`config.mk`:
```
export PLATFORM = sky130hd
export DESIGN_NAME = seg7_scan_driver
export DESIGN_NICKNAME = d
export VERILOG_FILES = /design/src/rtl/seg7_pkg.sv /design/src/rtl/seg7_decode.sv /design/src/rtl/seg7_scan_driver.sv
export SDC_FILE = /design/constraint.sdc
export NUM_CORES = 1
export LEC_CHECK = 0
export ABC_AREA = 1
export CORE_ASPECT_RATIO = 1.1
export CORE_MARGIN = 2
export CORE_UTILIZATION = 61
export DETAILED_ROUTE_END_ITERATION = 12
export GPL_TIMING_DRIVEN = 0
export PLACE_DENSITY = 0.84
export SLEW_MARGIN = 20
export SYNTH_ARGS = -nofsm -noshare
export SYNTH_HDL_FRONTEND = slang
export SYNTH_HIERARCHICAL = 1
export SYNTH_SLANG_ARGS = --single-unit
export TNS_END_PERCENT = 30
```
`constraint.sdc`:
```
create_clock -name clk -period 5.01 [get_ports clk]
set_input_delay 0.501 -clock clk [delete_from_list [all_inputs] [get_ports clk]]
set_output_delay 0.501 -clock clk [all_outputs]
set_load 0.01 [all_outputs]
```
`src/rtl/seg7_pkg.sv`:
```
// Shared glyph constants and width helper for the 7-segment scan driver.
// Glyph bit order is A..G from bit 6 down to bit 0, active low.
package seg7_pkg;

    localparam logic [6:0] SEG_BLANK = 7'b1111111;

    localparam logic [6:0] GLYPH_0 = 7'b0000001;
    localparam logic [6:0] GLYPH_1 = 7'b1001111;
    localparam logic [6:0] GLYPH_2 = 7'b0010010;
    localparam logic [6:0] GLYPH_3 = 7'b0000110;
    localparam logic [6:0] GLYPH_4 = 7'b1001100;
    localparam logic [6:0] GLYPH_5 = 7'b0100100;
    localparam logic [6:0] GLYPH_6 = 7'b0100000;
    localparam logic [6:0] GLYPH_7 = 7'b0001111;
    localparam logic [6:0] GLYPH_8 = 7'b0000000;
    localparam logic [6:0] GLYPH_9 = 7'b0000100;
    localparam logic [6:0] GLYPH_A = 7'b0001000;
    localparam logic [6:0] GLYPH_B = 7'b1100000;
    localparam logic [6:0] GLYPH_C = 7'b0110001;
    localparam logic [6:0] GLYPH_D = 7'b1000010;
    localparam logic [6:0] GLYPH_E = 7'b0110000;
    localparam logic [6:0] GLYPH_F = 7'b0111000;

    // Bits needed to hold 0..value-1; never less than one bit.
    function automatic int clog2(input int value);
        int result;
        result = 0;
        for (int v = value - 1; v > 0; v = v >> 1) begin
            result = result + 1;
        end
        if (result == 0) begin
            result = 1;
        end
        return result;
    endfunction

endpackage

```
`src/rtl/seg7_decode.sv`:
```
// Combinational digit-code to segment decoder with blanking and optional hex glyphs.
module seg7_decode
    import seg7_pkg::*;
(
    input  logic [3:0] code,
    input  logic       hex_mode,
    input  logic       blank,
    output logic [6:0] seg
);

    always_comb begin
        seg = SEG_BLANK;
        if (!blank) begin
            case (code)
                4'h0: seg = GLYPH_0;
                4'h1: seg = GLYPH_1;
                4'h2: seg = GLYPH_2;
                4'h3: seg = GLYPH_3;
                4'h4: seg = GLYPH_4;
                4'h5: seg = GLYPH_5;
                4'h6: seg = GLYPH_6;
                4'h7: seg = GLYPH_7;
                4'h8: seg = GLYPH_8;
                4'h9: seg = GLYPH_9;
                4'hA: seg = hex_mode ? GLYPH_A : SEG_BLANK;
                4'hB: seg = hex_mode ? GLYPH_B : SEG_BLANK;
                4'hC: seg = hex_mode ? GLYPH_C : SEG_BLANK;
                4'hD: seg = hex_mode ? GLYPH_D : SEG_BLANK;
                4'hE: seg = hex_mode ? GLYPH_E : SEG_BLANK;
                default: seg = hex_mode ? GLYPH_F : SEG_BLANK;
            endcase
        end
    end

endmodule

```
`src/rtl/seg7_scan_driver.sv`:
```
// Time-multiplexed N-digit common-anode 7-segment driver with a double-buffered
// digit register that only swaps at frame boundaries while scanning.
module seg7_scan_driver
    import seg7_pkg::*;
#(
    parameter int NUM_DIGITS   = 4,
    parameter int REFRESH_DIV  = 50000,
    parameter int BLANK_CYCLES = 2,
    parameter int HEX_MODE     = 0
) (
    input  logic                    clk,
    input  logic                    rst_n,
    input  logic                    en,
    input  logic                    load,
    input  logic [4*NUM_DIGITS-1:0] digits_in,
    input  logic [NUM_DIGITS-1:0]   dp_in,
    input  logic                    lz_blank,
    output logic [6:0]              seg,
    output logic                    dp,
    output logic [NUM_DIGITS-1:0]   an
);

    localparam int IDX_W = clog2(NUM_DIGITS);
    localparam int PRE_W = clog2(REFRESH_DIV);
    localparam logic [NUM_DIGITS-1:0] AN_ONE = 1;

    logic [PRE_W-1:0]        presc_reg, presc_next;
    logic [IDX_W-1:0]        idx_reg, idx_next;
    logic [4*NUM_DIGITS-1:0] act_digits_reg, act_digits_next;
    logic [NUM_DIGITS-1:0]   act_dp_reg, act_dp_next;
    logic [4*NUM_DIGITS-1:0] pend_digits_reg, pend_digits_next;
    logic [NUM_DIGITS-1:0]   pend_dp_reg, pend_dp_next;
    logic                    pend_flag_reg, pend_flag_next;
    logic [6:0]              seg_reg, seg_next;
    logic                    dp_reg, dp_next;
    logic [NUM_DIGITS-1:0]   an_reg, an_next;

    logic                    tick, frame_end;
    logic [3:0]              code_arr [NUM_DIGITS];
    logic [NUM_DIGITS-1:0]   blank_vec;
    logic [3:0]              cur_code;
    logic                    cur_blank;
    logic [6:0]              dec_seg;

    // Digit i blanks only when it and every more-significant digit are zero.
    for (genvar gi = 0; gi < NUM_DIGITS; gi++) begin : g_digit
        assign code_arr[gi] = act_digits_reg[4*gi +: 4];
        if (gi == 0) begin : g_lsd
            assign blank_vec[gi] = 1'b0;
        end else begin : g_upper
            assign blank_vec[gi] = lz_blank && (act_digits_reg[4*NUM_DIGITS-1:4*gi] == '0);
        end
    end

    assign cur_code  = code_arr[idx_reg];
    assign cur_blank = blank_vec[idx_reg];

    seg7_decode u_decode (
        .code     (cur_code),
        .hex_mode (HEX_MODE != 0),
        .blank    (cur_blank),
        .seg      (dec_seg)
    );

    always_comb begin
        tick             = en && (presc_reg == PRE_W'(REFRESH_DIV - 1));
        frame_end        = tick && (idx_reg == IDX_W'(NUM_DIGITS - 1));
        presc_next       = presc_reg;
        idx_next         = idx_reg;
        act_digits_next  = act_digits_reg;
        act_dp_next      = act_dp_reg;
        pend_digits_next = pend_digits_reg;
        pend_dp_next     = pend_dp_reg;
        pend_flag_next   = pend_flag_reg;

        if (en) begin
            presc_next = tick ? '0 : presc_reg + PRE_W'(1);
            if (tick) begin
                idx_next = frame_end ? '0 : idx_reg + IDX_W'(1);
            end
        end

        // A load that lands on the frame boundary bypasses the pending stage.
        if (!en || frame_end) begin
            if (load) begin
                act_digits_next = digits_in;
                act_dp_next     = dp_in;
                pend_flag_next  = 1'b0;
            end else if (frame_end && pend_flag_reg) begin
                act_digits_next = pend_digits_reg;
                act_dp_next     = pend_dp_reg;
                pend_flag_next  = 1'b0;
            end
        end else if (load) begin
            pend_digits_next = digits_in;
            pend_dp_next     = dp_in;
            pend_flag_next   = 1'b1;
        end

        seg_next = SEG_BLANK;
        dp_next  = 1'b1;
        an_next  = '1;
        if (en) begin
            seg_next = dec_seg;
            dp_next  = ~act_dp_reg[idx_reg];
            if (presc_reg >= PRE_W'(BLANK_CYCLES)) begin
                an_next = ~(AN_ONE << idx_reg);
            end
        end
    end

    always_ff @(posedge clk or negedge rst_n) begin
        if (!rst_n) begin
            presc_reg       <= '0;
            idx_reg         <= '0;
            act_digits_reg  <= '0;
            act_dp_reg      <= '0;
            pend_digits_reg <= '0;
            pend_dp_reg     <= '0;
            pend_flag_reg   <= 1'b0;
            seg_reg         <= SEG_BLANK;
            dp_reg          <= 1'b1;
            an_reg          <= '1;
        end else begin
            presc_reg       <= presc_next;
            idx_reg         <= idx_next;
            act_digits_reg  <= act_digits_next;
            act_dp_reg      <= act_dp_next;
            pend_digits_reg <= pend_digits_next;
            pend_dp_reg     <= pend_dp_next;
            pend_flag_reg   <= pend_flag_next;
            seg_reg         <= seg_next;
            dp_reg          <= dp_next;
            an_reg          <= an_next;
        end
    end

    assign seg = seg_reg;
    assign dp  = dp_reg;
    assign an  = an_reg;

endmodule

```
* Word-level counts from Yosys, hierarchy flattened *
Cells that the tools add are included.

operators by class
  multiply operators = 0
  reduce and logical (&&, ||, !) cells = 18
  bitwise logic cells = 4
  $add $sub $neg = 2
  $lt $le $gt $ge = 3
  shifts and indexed selects = 1
  div/mod/pow operators = 0
  muxes and demuxes = 23
  equal/unequal tests = 11

operator list
  kind                                                                count
  case mux 7 bit (10 select lines)                                    1
  two-way mux 16 bit                                                  3
  two-way mux 4 bit                                                   6
  adder 16 x 1 -> 16 bit, second input constant                       1
  == test 16 bit, second input constant                               1
  == test 4 x 3 -> 1 bit, second input constant                       4
  greater-or-equal comparator 16 x 2 -> 1 bit, second input constant  1
  two-way mux 7 bit                                                   2
  logical NOT 12 bit                                                  1
  binary-select mux 4 bit (select 2 bit)                              1
  == test 4 x 2 -> 1 bit, second input constant                       2
  == test 4 bit, second input constant                                2
  logical NOT 4 bit                                                   2
  logical NOT 8 bit                                                   1
  AND reduction 2 bit                                                 4
  two-way mux 1 bit                                                   7
  logical AND 1 bit                                                   6
  binary-select mux 1 bit (select 2 bit)                              2
  == test 4 x 1 -> 1 bit, second input constant                       1
  inverter 4 bit                                                      1
  nonzero test 2 bit                                                  2
  << shifter 1 x 2 -> 4 bit, first input constant                     1
  greater-or-equal comparator 3 bit, second input constant            1
  less-than comparator 2 x 3 -> 1 bit, second input constant          1
  7 further kinds                                                     8

word-level totals
  flip-flop bits (word level) = 71
  input bits = 25
  output and inout port bits = 12
  logic and storage cells = 72
  latch bits = 0
  memory bits (read-only) = 0
  memory bits (writable) = 0
  memories = 0

* Logic depth before layout (Yosys ltp) *
Gate-level depths: netlist of run 1.

  word-level depth = 8
  depth in mapped cells = 11
  depth with buffers taken out = 10

* Hierarchy *
Netlist of run 1, hierarchy kept.

by module, submodules not included
  module            times used  area an instance (sq um)  cells each  sequential area each (sq um)
  seg7_scan_driver  1           3,468.3                   431         1,791.7
  seg7_decode       1           307.8                     72          0.0

* Worst setup path after synthesis of run 1 *
OpenSTA, ideal clock, no wires.

  path type = register to register
  start point = register idx_reg[0]
  end point = register seg_reg[2] (netlist: seg[2])
  clock period less this slack = 2,105 ps
  required time = 4,926 ps
  path buffers = 1
  setup time = 84 ps
  cell stages (with the launch flop) = 11
  arrival time = 2,021 ps
  setup slack = 2,905 ps
  cell sequence = dfrtp_1 -> inv_1 -> clkbuf_1 -> o21ai_0 -> o22ai_1 -> nor2_1 -> nand3_1 -> nand2_1 -> nor2_1 -> nand3_1 -> or2_2

on the way
  word-level cells in the longest chain between the ends = 8
  elaborated cells on any way between the ends = 19
  classes of those cells = eq/ne: 9; mux: 8; bitwise: 1; reduce/logical: 1

ends and longest elaborated chain
  element                                                   line                     source
  start: declaration                                        seg7_scan_driver.sv:28   logic [IDX_W-1:0] idx_reg, idx_next;
  start signal: assignment                                  seg7_scan_driver.sv:126  idx_reg <= idx_next;
  inverter 2 -> 3 bit (not written as such) (*)             seg7_scan_driver.sv:55   assign cur_code = code_arr[idx_reg];
  binary-select mux 4 bit (select 2 bit) (*)                seg7_scan_driver.sv:55
  two-way mux 4 bit (not written as such) (*) (2 in a row)  seg7_scan_driver.sv:55
  net cur_code[1]                                           seg7_scan_driver.sv:41   logic [3:0] cur_code;
  == test 4 bit, or another cell as far along               seg7_decode.sv:14        case (code)
  case mux 7 bit (10 select lines) (*)                      seg7_decode.sv:14
  two-way mux 7 bit (*)                                     seg7_decode.sv:13        if (!blank) begin
  net dec_seg[2]                                            seg7_scan_driver.sv:43   logic [6:0] dec_seg;
  two-way mux 7 bit (*)                                     seg7_scan_driver.sv:103  if (en) begin
  net seg_next[2]                                           seg7_scan_driver.sv:34   logic [6:0] seg_reg, seg_next;
  end signal: assignment                                    seg7_scan_driver.sv:132  seg_reg <= seg_next;
  end: declaration                                          seg7_scan_driver.sv:34

Mark *: on every way through the listed nets, which the timed path passes. The rest lies on a longest branch. The select of a mux whose other input is x is not followed.
A chain may end at the register's enable or synchronous reset.

* Worst setup path after layout of run 1 *
  start point = register idx_reg[0]
  end point = register seg_reg[3] (netlist: seg[3])

The elaborated chain is that of the path after synthesis.

==> results of run 1 <==
[worst max-delay path, cell delays in order (launching register included)]
cell	delay, ns
dfrtp_1	0.45
inv_1	0.10
clkbuf_1	0.38
o21ai_0	0.15
o22ai_1	0.43
nor2_1	0.20
nand2_1	0.15
nand2_1	0.06
nor3_1	0.22
nand2_1	0.08
or2_2	0.30
[Yosys cell counts, drive strengths merged]
| master | n |
|---|---|
| o22ai | 5 |
| nand2 | 140 |
| o21bai | 1 |
| o211ai | 4 |
| ha | 6 |
| clkbuf | 8 |
| nor2 | 49 |
| inv | 62 |
| xor2 | 1 |
| o21a | 1 |
| nand3 | 45 |
| dfrtp | 59 |
| nor4 | 3 |
| a211oi | 1 |
| conb | 1 |
| o32ai | 1 |
| dfstp | 12 |
| nor3b | 1 |
| a21boi | 1 |
| or2 | 7 |
| o21ai | 61 |
| buf | 10 |
| nor3 | 9 |
| nand4 | 5 |
| a21oi | 10 |
[stage by stage]
stage / area (um^2) / std cells / power [W] / setup slack [ns] / util [%]
final: 4554 / 636 / 0.001705 / 2.407 / 74.90
after global routing: 4554 / 636 / 0.001796 / 2.226 / 74.90
after CTS: 4554 / 636 / 0.001711 / 2.454 / 74.90
after detailed placement: 4262 / 620 / 0.001052 / 2.521 / 70.08
after global placement: 4237 / 619 / 0.001034 / 1.172 / 69.67
after floorplan: 3776 / 503 / 0.0009323 / 2.905 / -
[logic make-up after synthesis]
| group | after synthesis | synth area share, % |
|---|---|---|
| AOI/OAI and AO/OA | 85 | 12.26 |
| xor gates and xnor gates | 1 | 0.2320 |
| adders and majority gates | 6 | 1.988 |
| buffers and inverters | 80 | 8.880 |
| DFF | 71 | 47.45 |
| other | 1 | 0.09931 |
| and+or+nand+nor | 259 | 29.09 |
[routing by layer]
layer | share of wire [%] | GRT usage, % | vias to the layer above
met2 | 50 | 45.07 | 113
met4 | 3.5 | 15.52 | 0
met3 | 4.8 | 4.583 | 30
met5 | 0 | 0 | -
met1 | 42 | 33.26 | 1560
li1 | - | - | 1709
[cell usage in the layout, fill, tap and decap left out, types with 2 or more instances in the layout]
cell             count
o21ai_1             11
dfrtp_1             59
nor2_1              46
clkbuf_1             7
nor4_1               3
nand4_1              5
nand2_1            140
nor2_2               3
a21oi_1             10
dfstp_2             12
nor3_1               8
ha_1                 6
buf_6                2
clkbuf_8            10
o22ai_1              5
o21ai_0             49
buf_4                5
clkdlybuf4s50_1     35
bufinv_16            5
inv_1               61
buf_2                3
o211ai_1             4
nand3_1             44
or2_2                7
[power groups by stage]
| stage | clock network, W | registers, W | logic [W] |
|---|---|---|---|
| 6_report | 0.000655 | 0.000734 | 0.000317 |
| 5_1_grt | 0.000688 | 0.000744 | 0.000364 |
| 4_1_cts | 0.000664 | 0.000732 | 0.000316 |
| 3_5_place_dp | 0 | 0.000742 | 0.000310 |
| 3_3_place_gp | 0 | 0.000736 | 0.000298 |
| 2_1_floorplan | 0 | 0.000729 | 0.000204 |
[layout make-up]
type                    instances  area (um^2)  area share (%)
plain buffers                  18        102.6           2.253
clock buffers                  10        137.6           3.022
clock inverters                 6        155.1           3.407
inverters                      62        232.7           5.110
multi-input cells             352         1649           36.21
flip-flops and latches         71         1792           39.34
well taps                      80        100.1           2.198
repair buffers                 37        385.4           8.462
[worst max-delay path by stage]
stage / from / end / slack [ns] / cells past startpoint
floorplan: idx_reg[0]$_DFFE_PN0P_ / seg[2]$_DFF_PN1_ / 2.90 / 10
global placement: rst_n / act_digits_reg[9]$_DFFE_PN0P_ / 1.17 / 1
detailed placement: idx_reg[0]$_DFFE_PN0P_ / seg[2]$_DFF_PN1_ / 2.52 / 10
CTS: idx_reg[0]$_DFFE_PN0P_ / seg[3]$_DFF_PN1_ / 2.45 / 10
global route: idx_reg[0]$_DFFE_PN0P_ / seg[3]$_DFF_PN1_ / 2.23 / 10
finish: idx_reg[0]$_DFFE_PN0P_ / seg[3]$_DFF_PN1_ / 2.41 / 10
==> key figures, run 1 <==
CTS
  • # resized after CTS: 0
  • CTS root buffer: clkbuf_8
  • Post-CTS repair timing setup buffer count: 0
  • Clock sinks: between 70 and 80
  • Clk buf depth: 2
  • CTS tree: done
  • Clock slew at the register clock pins of the worst setup and hold paths: 0.07 ns
  • Post-CTS Hold Fix Bufs: 0
  • Clk_lat worst skew: around 0.35 ns
  • Number of CTS-inserted buffers: 9
  • H-tree Lvls: 3

STA
  • RSZ-0062 raised after global routing: false
  • Worst slew pin tran: 0.7567 ns
  • Final hold violations: 0
  • Fmax: 0.3841 GHz
  • Final setup violating endpoints: 0
  • Sum Neg Setup Slack: 0 ns
  • Final Hold Slack: 0.03091 ns
  • Final Max Slew Viols: 0
  • Layout Skew: 0.008643 ns
  • Period Utilization, post-route: approximately 52%
  • Slew margin rel.: ~49%
  • Final min period: roughly 2.6 ns

Detailed routing
  • Vias per cell: 5.365
  • Drc violations: 0
  • Final wirelength: 8200 um
  • Routed len/inst: approximately 13 um
  • Drt initial violations: 238
  • Post-route ant nets: 0
  • DR pass1 iterations: 5
  • Vias: 3412

GRT
  • Pin count of the biggest net entering global routing: 50
  • Initial antenna violation count: 0
  • Total gr overflow: 0
  • First-pass GRT wire length: 14550 um
  • GRT Util Overall: a little over a quarter
  • Number of global-route vias before repair: 3377

Worst setup path
  • Reg2reg start: idx_reg[0]$_DFFE_PN0P_
  • Worst Setup End Kind: register
  • Crit Path Max Fanout: 11
  • Worst R2R Path Depth: 10
  • Crit Path Category: register to register
  • WP data required: between 5 and 6 ns
  • Worst R2R Setup Slack: between 2 and 2.5 ns
  • Worst path arrival time: around 2.9 ns
  • Kind of start point of the critical path: register
  • Critical R2R Capture: seg[3]$_DFF_PN1_

Job
  • Max-cap viol count: 0

Die
  • # IOs: 37
  • Die width: slightly below 80 um
  • Chip Height: about 87 um
  • Core Region: 6081 um^2
  • Die ar.: 6836 um^2
  • Initial Utilization: ~62%
  • Cell row count: 30

Logic synthesis
  • Synth Net Count: about 530
  • Post-Syn Instances: 503
  • Synth Register Bits: 71
  • Top cells by area, synth: dfrtp_1 (39%), nand2_1 (14%), dfstp_2 (8.3%)
  • Post-synthesis sequential area ratio: 47.45%
  • Area leader, netlist: dfrtp_1
  • Synth cell types: 35
  • Mapped Area: 3776 um^2
  • Mean Syn Cell Area: 7.507 um^2
  • Ys Warns: 6
  • Synth top area share: between 30 and 40%

Pwr
  • Total power per unit cell area: 374.4 nW/um^2
  • Internal: roughly 0.0012 W
  • Clock power frac: 38.4%
  • Combinational Power Share: 18.6%
  • Lkg Pwr: 2.322 nW
  • Switching Power: 0.0004649 W
  • Seq pwr share: between 40% and 50%
  • Sw Ratio: 27.26%
  • Maximum vdd drop: 0.0002607 V

Final layout
  • Nets: 582
  • Diodes inserted: 0
  • Area growth from synthesis to layout: 20.61%
  • Layout cells sized above 1: 9.892%
  • Fillcell total: 501

Run status
  • Result of the run: complete, no violations

Worst hold path
  • Hold crit path type: input pin to asynchronous set/reset pin

Place
  • RePlAce Congestion: 0.9162
  • Detail Placement HPWL: 5937 um
  • IO buf count: 36
Power figures use the tool's default switching activity.
==> inputs of run 2 (changes only) <==
CORE_UTILIZATION = 52   (was 61)
PLACE_DENSITY = 0.77   (was 0.84)
clock period = 2.3 ns   (was 5.01 ns; I/O delays follow)
==> run 2 against run 1 <==
  * Wire length down 2.2%
  * Maximum frequency rose by 24%
  * Utilization down 11 points
  * Register-to-register slack worse by 2.2 ns
  * Total power grew 87%
  * Final cell count is 1.1% higher
  * Worst setup slack got worse by 2.2 ns
  * Sequential power grew 120%
  * Critical path type unchanged
  * Critical endpoint is now seg[2]$_DFF_PN1_
  * Largest cell class unchanged
==> key figures, run 2 (synthesis gave the netlist of run 1 again) <==
Run status
  • Result of the run: complete, no violations

Place
  • Detail Placement HPWL: 5836 um
  • IO buf count: 36
  • RePlAce Congestion: ~0.90

STA
  • Final hold violations: 0
  • Final min period: 2.101 ns
  • RSZ-0062 raised after global routing: false
  • Final Hold Slack: 0.3015 ns
  • Layout Skew: 0.01363 ns
  • Fmax: roughly 0.48 GHz
  • Final Max Slew Viols: 0
  • Period Utilization, post-route: between 90% and 100%
  • Final setup violating endpoints: 0
  • Sum Neg Setup Slack: 0 ns

Die
  • Initial Utilization: 53.89%
  • Core Region: 7007 um^2
  • Die width: 85.25 um
  • Cell row count: 32
  • Chip Height: 93.38 um
  • # IOs: 37
  • Die ar.: 7960 um^2

Final layout
  • Layout cells sized above 1: 11.83%
  • Nets: 584
  • Commonest cells after routing, fill and taps aside: nand2_1 (140), inv_1 (60), dfrtp_1 (58)
  • Area growth from synthesis to layout: 19.45%
  • Diodes inserted: 0
  • Fillcell total: between 600 and 700
  • Core Util, Final: 64.38%
  • Most common cell after layout, fill and taps aside: nand2_1

Detailed routing
  • Vias per cell: 5.283
  • Routed len/inst: 12.48 um
  • Final wirelength: between 8000 and 9000 um
  • DR pass1 iterations: 5
  • Post-route ant nets: 0
  • Drc violations: 0
  • Vias: between 3000 and 4000
  • Drt initial violations: 246

GRT
  • Initial antenna violation count: 0
  • Number of global-route vias before repair: 3249
  • First-pass GRT wire length: 14110 um
  • Total gr overflow: 0
  • GRT Util Overall: 22.04%
  • Pin count of the biggest net entering global routing: 51

Worst setup path
  • Crit Path Category: register to register
  • Crit Path Max Fanout: 11
  • Reg2reg start: idx_reg[1]$_DFFE_PN0P_
  • Critical R2R Capture: seg[2]$_DFF_PN1_
  • Worst Path Buf+Inv: 1
  • Worst R2R Path Depth: 9
  • Worst path arrival time: 2.39 ns
  • Kind of start point of the critical path: register
  • Worst R2R Setup Slack: between 0.15 and 0.2 ns
  • CP peak stage delay: between 0.5 and 0.6 ns
  • Crit path max-delay family: simple AND/OR/NAND/NOR gates
  • Worst-path cell chain: inv_1, o21ai_0, o22ai_2, nor2_1, nand3_1, nand2_1, nor2_1, nand3_1, or2_2
  • Worst Setup End Kind: register
  • Crit-path slowest cell: dfrtp_1
  • WP data required: 2.59 ns

CTS
  • Clk_lat worst skew: 0.35 ns
  • Number of CTS-inserted buffers: 9
  • Clock slew at the register clock pins of the worst setup and hold paths: about 0.08 ns
  • CTS tree: done
  • Clock sinks: 71
  • Clk buf depth: 2
  • H-tree Lvls: 3
  • CTS root buffer: clkbuf_8

Pwr
  • Power, Total: 0.003185 W
  • Lkg Pwr: 2.292 nW
  • Maximum vdd drop: roughly 0.00047 V
  • Total power per unit cell area: 706.2 nW/um^2

Job
  • Max-cap viol count: 0

Worst hold path
  • Hold crit path type: input pin to asynchronous set/reset pin
## run 2: worst max path at each step
stage / cells past startpoint / startpoint / to / slack (ns)
after floorplan: 10 / idx_reg[0]$_DFFE_PN0P_ / seg[2]$_DFF_PN1_ / 0.19
after global placement: 1 / rst_n / pend_digits_reg[10]$_DFFE_PN0P_ / -1.35
after detailed placement: 10 / idx_reg[0]$_DFFE_PN0P_ / seg[2]$_DFF_PN1_ / -0.24
after CTS: 9 / idx_reg[0]$_DFFE_PN0P_ / seg[2]$_DFF_PN1_ / 0.05
after global routing: 9 / idx_reg[1]$_DFFE_PN0P_ / seg[2]$_DFF_PN1_ / 0.003
final: 9 / idx_reg[1]$_DFFE_PN0P_ / seg[2]$_DFF_PN1_ / 0.20
## run 2: power by group
part	leakage (nW)	internal, W	switching, W	total, W
Clock	0.0918	0.000415	0.000488	0.000903
Combinational	1.36	0.000296	0.000392	0.000688
Sequential	0.844	0.00144	0.000149	0.00159
## run 2: repair_timing
item / CTS / global route
endpoints found under the setup margin: 7 / 7
setup buffers: 0 / 2
pin swaps: 0 / 0
resized for setup: 2 / 9
hold buffers: 1 / 0
endpoints found under the hold margin: 9 / 0
gates cloned: 0 / 1
## run 2: per-stage QoR
stage	area (um^2)	setup slack [ns]	cells
3_3_place_gp	4243	-1.349	624
6_report	4511	0.1987	643
3_5_place_dp	4268	-0.2410	625
5_1_grt	4511	0.003256	643
2_1_floorplan	3776	0.1950	503
4_1_cts	4462	0.04933	641
## run 2: worst reg2reg max path, stage by stage, from the launching register on
cell     delay (ns)
dfrtp_1        0.52
inv_1          0.22
o21ai_0        0.15
o22ai_2        0.26
nor2_1         0.17
nand3_1        0.14
nand2_1        0.07
nor2_1         0.14
nand3_1        0.08
or2_2          0.29
## run 2: cell type report
type	instances	area (um^2)	share of cell area (%)
sequential	71	1793	39.75
multi-input combinational	352	1689	37.45
timing repair buffer	40	410.4	9.098
inverter	62	236.5	5.243
clock buffer	10	137.6	3.051
tap	85	106.4	2.358
buffer	16	96.34	2.136
clock inverter	6	36.28	0.8044
timing repair inverter	1	5.005	0.1110
## run 2: layer usage
layer | GRT usage, % | vias to the layer above | share of wire (%)
met4 | 8.995 | 0 | 1.8
met2 | 36.65 | 116 | 47
met3 | 4.413 | 14 | 5.2
li1 | - | 1718 | -
met5 | 0 | - | 0
met1 | 28.13 | 1549 | 46
==> inputs of run 3 (changes only) <==
CORE_UTILIZATION = 57   (was 52)
DONT_BUFFER_PORTS = 1   (was unset)
PLACE_DENSITY = 0.75   (was 0.77)
SLEW_MARGIN = unset   (was 20)
==> run 3 against run 2 <==
  * Wire length shrank 2.5%
  * Highest routed layer unchanged
  * Hold slack lost 0.26 ns
  * Non-clock buffer count decreased by 37
  * Sequential share of layout area up 3.8 points
  * Total power shrank 2.8%
  * Sequential power about the same
  * Critical endpoint unchanged
  * Clock skew fell by 0.0020 ns
  * Utilization down 1.1 points
  * Clock power up 0.6%
  * Via count fell by 5.3%
  * Critical path type unchanged
==> key figures, run 3 (synthesis gave the netlist of run 1 again) <==
CTS
  • Clock slew at the register clock pins of the worst setup and hold paths: ~0.07 ns
  • CTS tree: done
  • Clk_lat worst skew: 0.35 ns
  • Clk buf depth: 2
  • Clock sinks: just over 70
  • CTS root buffer: clkbuf_8
  • H-tree Lvls: 3
  • Number of CTS-inserted buffers: 9

Die
  • Cell row count: 31
  • # IOs: 37
  • Initial Utilization: 57.95%
  • Die width: 81.61 um
  • Chip Height: 89.37 um
  • Die ar.: ~7300 um^2
  • Core Region: 6516 um^2

Final layout
  • Commonest cells after routing, fill and taps aside: nand2_1 (140), inv_1 (61), dfrtp_1 (58)
  • Diodes inserted: 0
  • Non-filler cells, final: 601
  • Nets: 546
  • Most common cell after layout, fill and taps aside: nand2_1
  • Layout cells sized above 1: 11.18%
  • Area growth from synthesis to layout: 9.145%

STA
  • Fmax: 0.4773 GHz
  • Final Hold Slack: roughly 0.038 ns
  • Layout Skew: 0.01158 ns
  • Final hold violations: 0
  • Period Utilization, post-route: 91.09%
  • Final Max Slew Viols: 0
  • Final min period: 2.095 ns
  • Final setup violating endpoints: 0
  • RSZ-0062 raised after global routing: false

Worst setup path
  • Crit Path Max Fanout: 11
  • Crit path max-delay family: simple AND/OR/NAND/NOR gates
  • Worst-path cell chain: inv_1, clkbuf_2, nor2_1, o22ai_2, nor2_2, nand3_1, nand2_1, nor2_1, nand3_1, or2_2
  • Worst Setup End Kind: register
  • Worst R2R Setup Slack: 0.20 ns
  • Kind of start point of the critical path: register
  • Worst Path Buf+Inv: 2
  • Crit-path slowest cell: dfrtp_2
  • Critical R2R Capture: seg[2]$_DFF_PN1_
  • Reg2reg start: idx_reg[0]$_DFFE_PN0P_
  • WP data required: 2.57 ns
  • Worst path arrival time: 2.37 ns
  • Crit Path Category: register to register
  • Worst R2R Path Depth: 10
  • CP peak stage delay: 0.45 ns

GRT
  • Busiest grt layer: met2
  • Met1 Usage GRT: 30.84%
  • Initial antenna violation count: 0
  • GRT Util Overall: 23.75%
  • Number of global-route vias before repair: 2953
  • Pin count of the biggest net entering global routing: 72
  • Met2 Resource Use GR: about two fifths
  • Met3 Resource Use GR: under 10%
  • First-pass GRT wire length: 13430 um
  • Total gr overflow: 0

Detailed routing
  • Post-route ant nets: 0
  • Drt initial violations: 185
  • Vias per cell: 5.353
  • DR pass1 iterations: 5
  • Drc violations: 0
  • Vias: 3217
  • Final wirelength: ~7800 um
  • Routed len/inst: 13.02 um

Place
  • Placed Cells: 585
  • RePlAce Congestion: 0.8748
  • Detail Placement HPWL: ~5700 um
  • IO buf count: 0

Worst hold path
  • Worst hold start: digits_in[5]
  • Worst hold stages: 2
  • Hold crit path type: input pin to register
  • Hold EP: pend_digits_reg[5]$_DFFE_PN0P_

Pwr
  • Lkg Pwr: 2.140 nW
  • Total power per unit cell area: ~750 nW/um^2
  • Power, Total: 0.003095 W
  • Maximum vdd drop: 0.0004488 V

Job
  • Max-cap viol count: 0

Run status
  • Result of the run: complete, no violations
## run 3: changes by cell type in the layout (fill, tap and decap cells not counted), moves of 2 or more
cell             delta
clkbuf_1            +3
clkbuf_8            +2
clkinv_2            -4
buf_4               -3
clkdlybuf4s50_1    -35
clkinvlp_4          -2
## run 3: what timing repair did
action / CTS / global route
gates resized for setup: 3 / 8
endpoints found under the setup margin: 7 / 7
setup buffers: 0 / 0
endpoints found under the hold margin: 71 / 0
hold buffers: 2 / 0
## run 3: report_power, final
group / internal [W] / leakage (nW) / switching [W]
logic: 0.000218 / 1.21 / 0.000360
clock network: 0.000476 / 0.0898 / 0.000432
registers: 0.00145 / 0.844 / 0.000161
total: 0.00214 / 2.14 / 0.000953
## run 3: layout make-up
cell class	count	area, um^2
Fill cell	565	2395
Sequential cell	71	1793
Multi-Input combinational cell	352	1678
Inverter	62	232.7
Clock buffer	15	176.4
Tap cell	82	102.6
Buffer	17	101.3
Timing Repair Buffer	2	37.54
## run 3: worst reg2reg max path, stage by stage (launching register included)
cell and delay [ns]:
dfrtp_2 0.45, inv_1 0.09, clkbuf_2 0.24, nor2_1 0.09
o22ai_2 0.31, nor2_2 0.12, nand3_1 0.13, nand2_1 0.08
nor2_1 0.15, nand3_1 0.08, or2_2 0.30
## run 3: how the worst max path moves through the flow
stage	start	endpoint	slack (ns)	depth (start not counted)
2_1_floorplan	idx_reg[0]$_DFFE_PN0P_	seg[2]$_DFF_PN1_	0.19	10
3_3_place_gp	idx_reg[0]$_DFFE_PN0P_	seg[2]$_DFF_PN1_	-0.16	10
3_5_place_dp	idx_reg[0]$_DFFE_PN0P_	seg[2]$_DFF_PN1_	-0.17	10
4_1_cts	idx_reg[1]$_DFFE_PN0P_	seg[0]$_DFF_PN1_	0.08	10
5_1_grt	idx_reg[1]$_DFFE_PN0P_	seg[0]$_DFF_PN1_	0.03	9
6_report	idx_reg[0]$_DFFE_PN0P_	seg[2]$_DFF_PN1_	0.20	10
## run 3: per-stage QoR
stage	setup slack (ns)	area [um^2]	TNS (ns)	util, %
global placement	-0.1588	3879	-0.5624	59.52
detailed placement	-0.1734	3879	-0.6979	59.52
global route	0.03281	4121	0	63.25
CTS	0.07831	4108	0	63.04
floorplan	0.1950	3776	0	-
finish	0.2050	4121	0	63.25
## run 3: per-layer routing
metal	part of all wire, %	wire (um)
met1	46	3579
met2	48	3792
met3	4.1	322
met4	1.6	128
met5	0	0
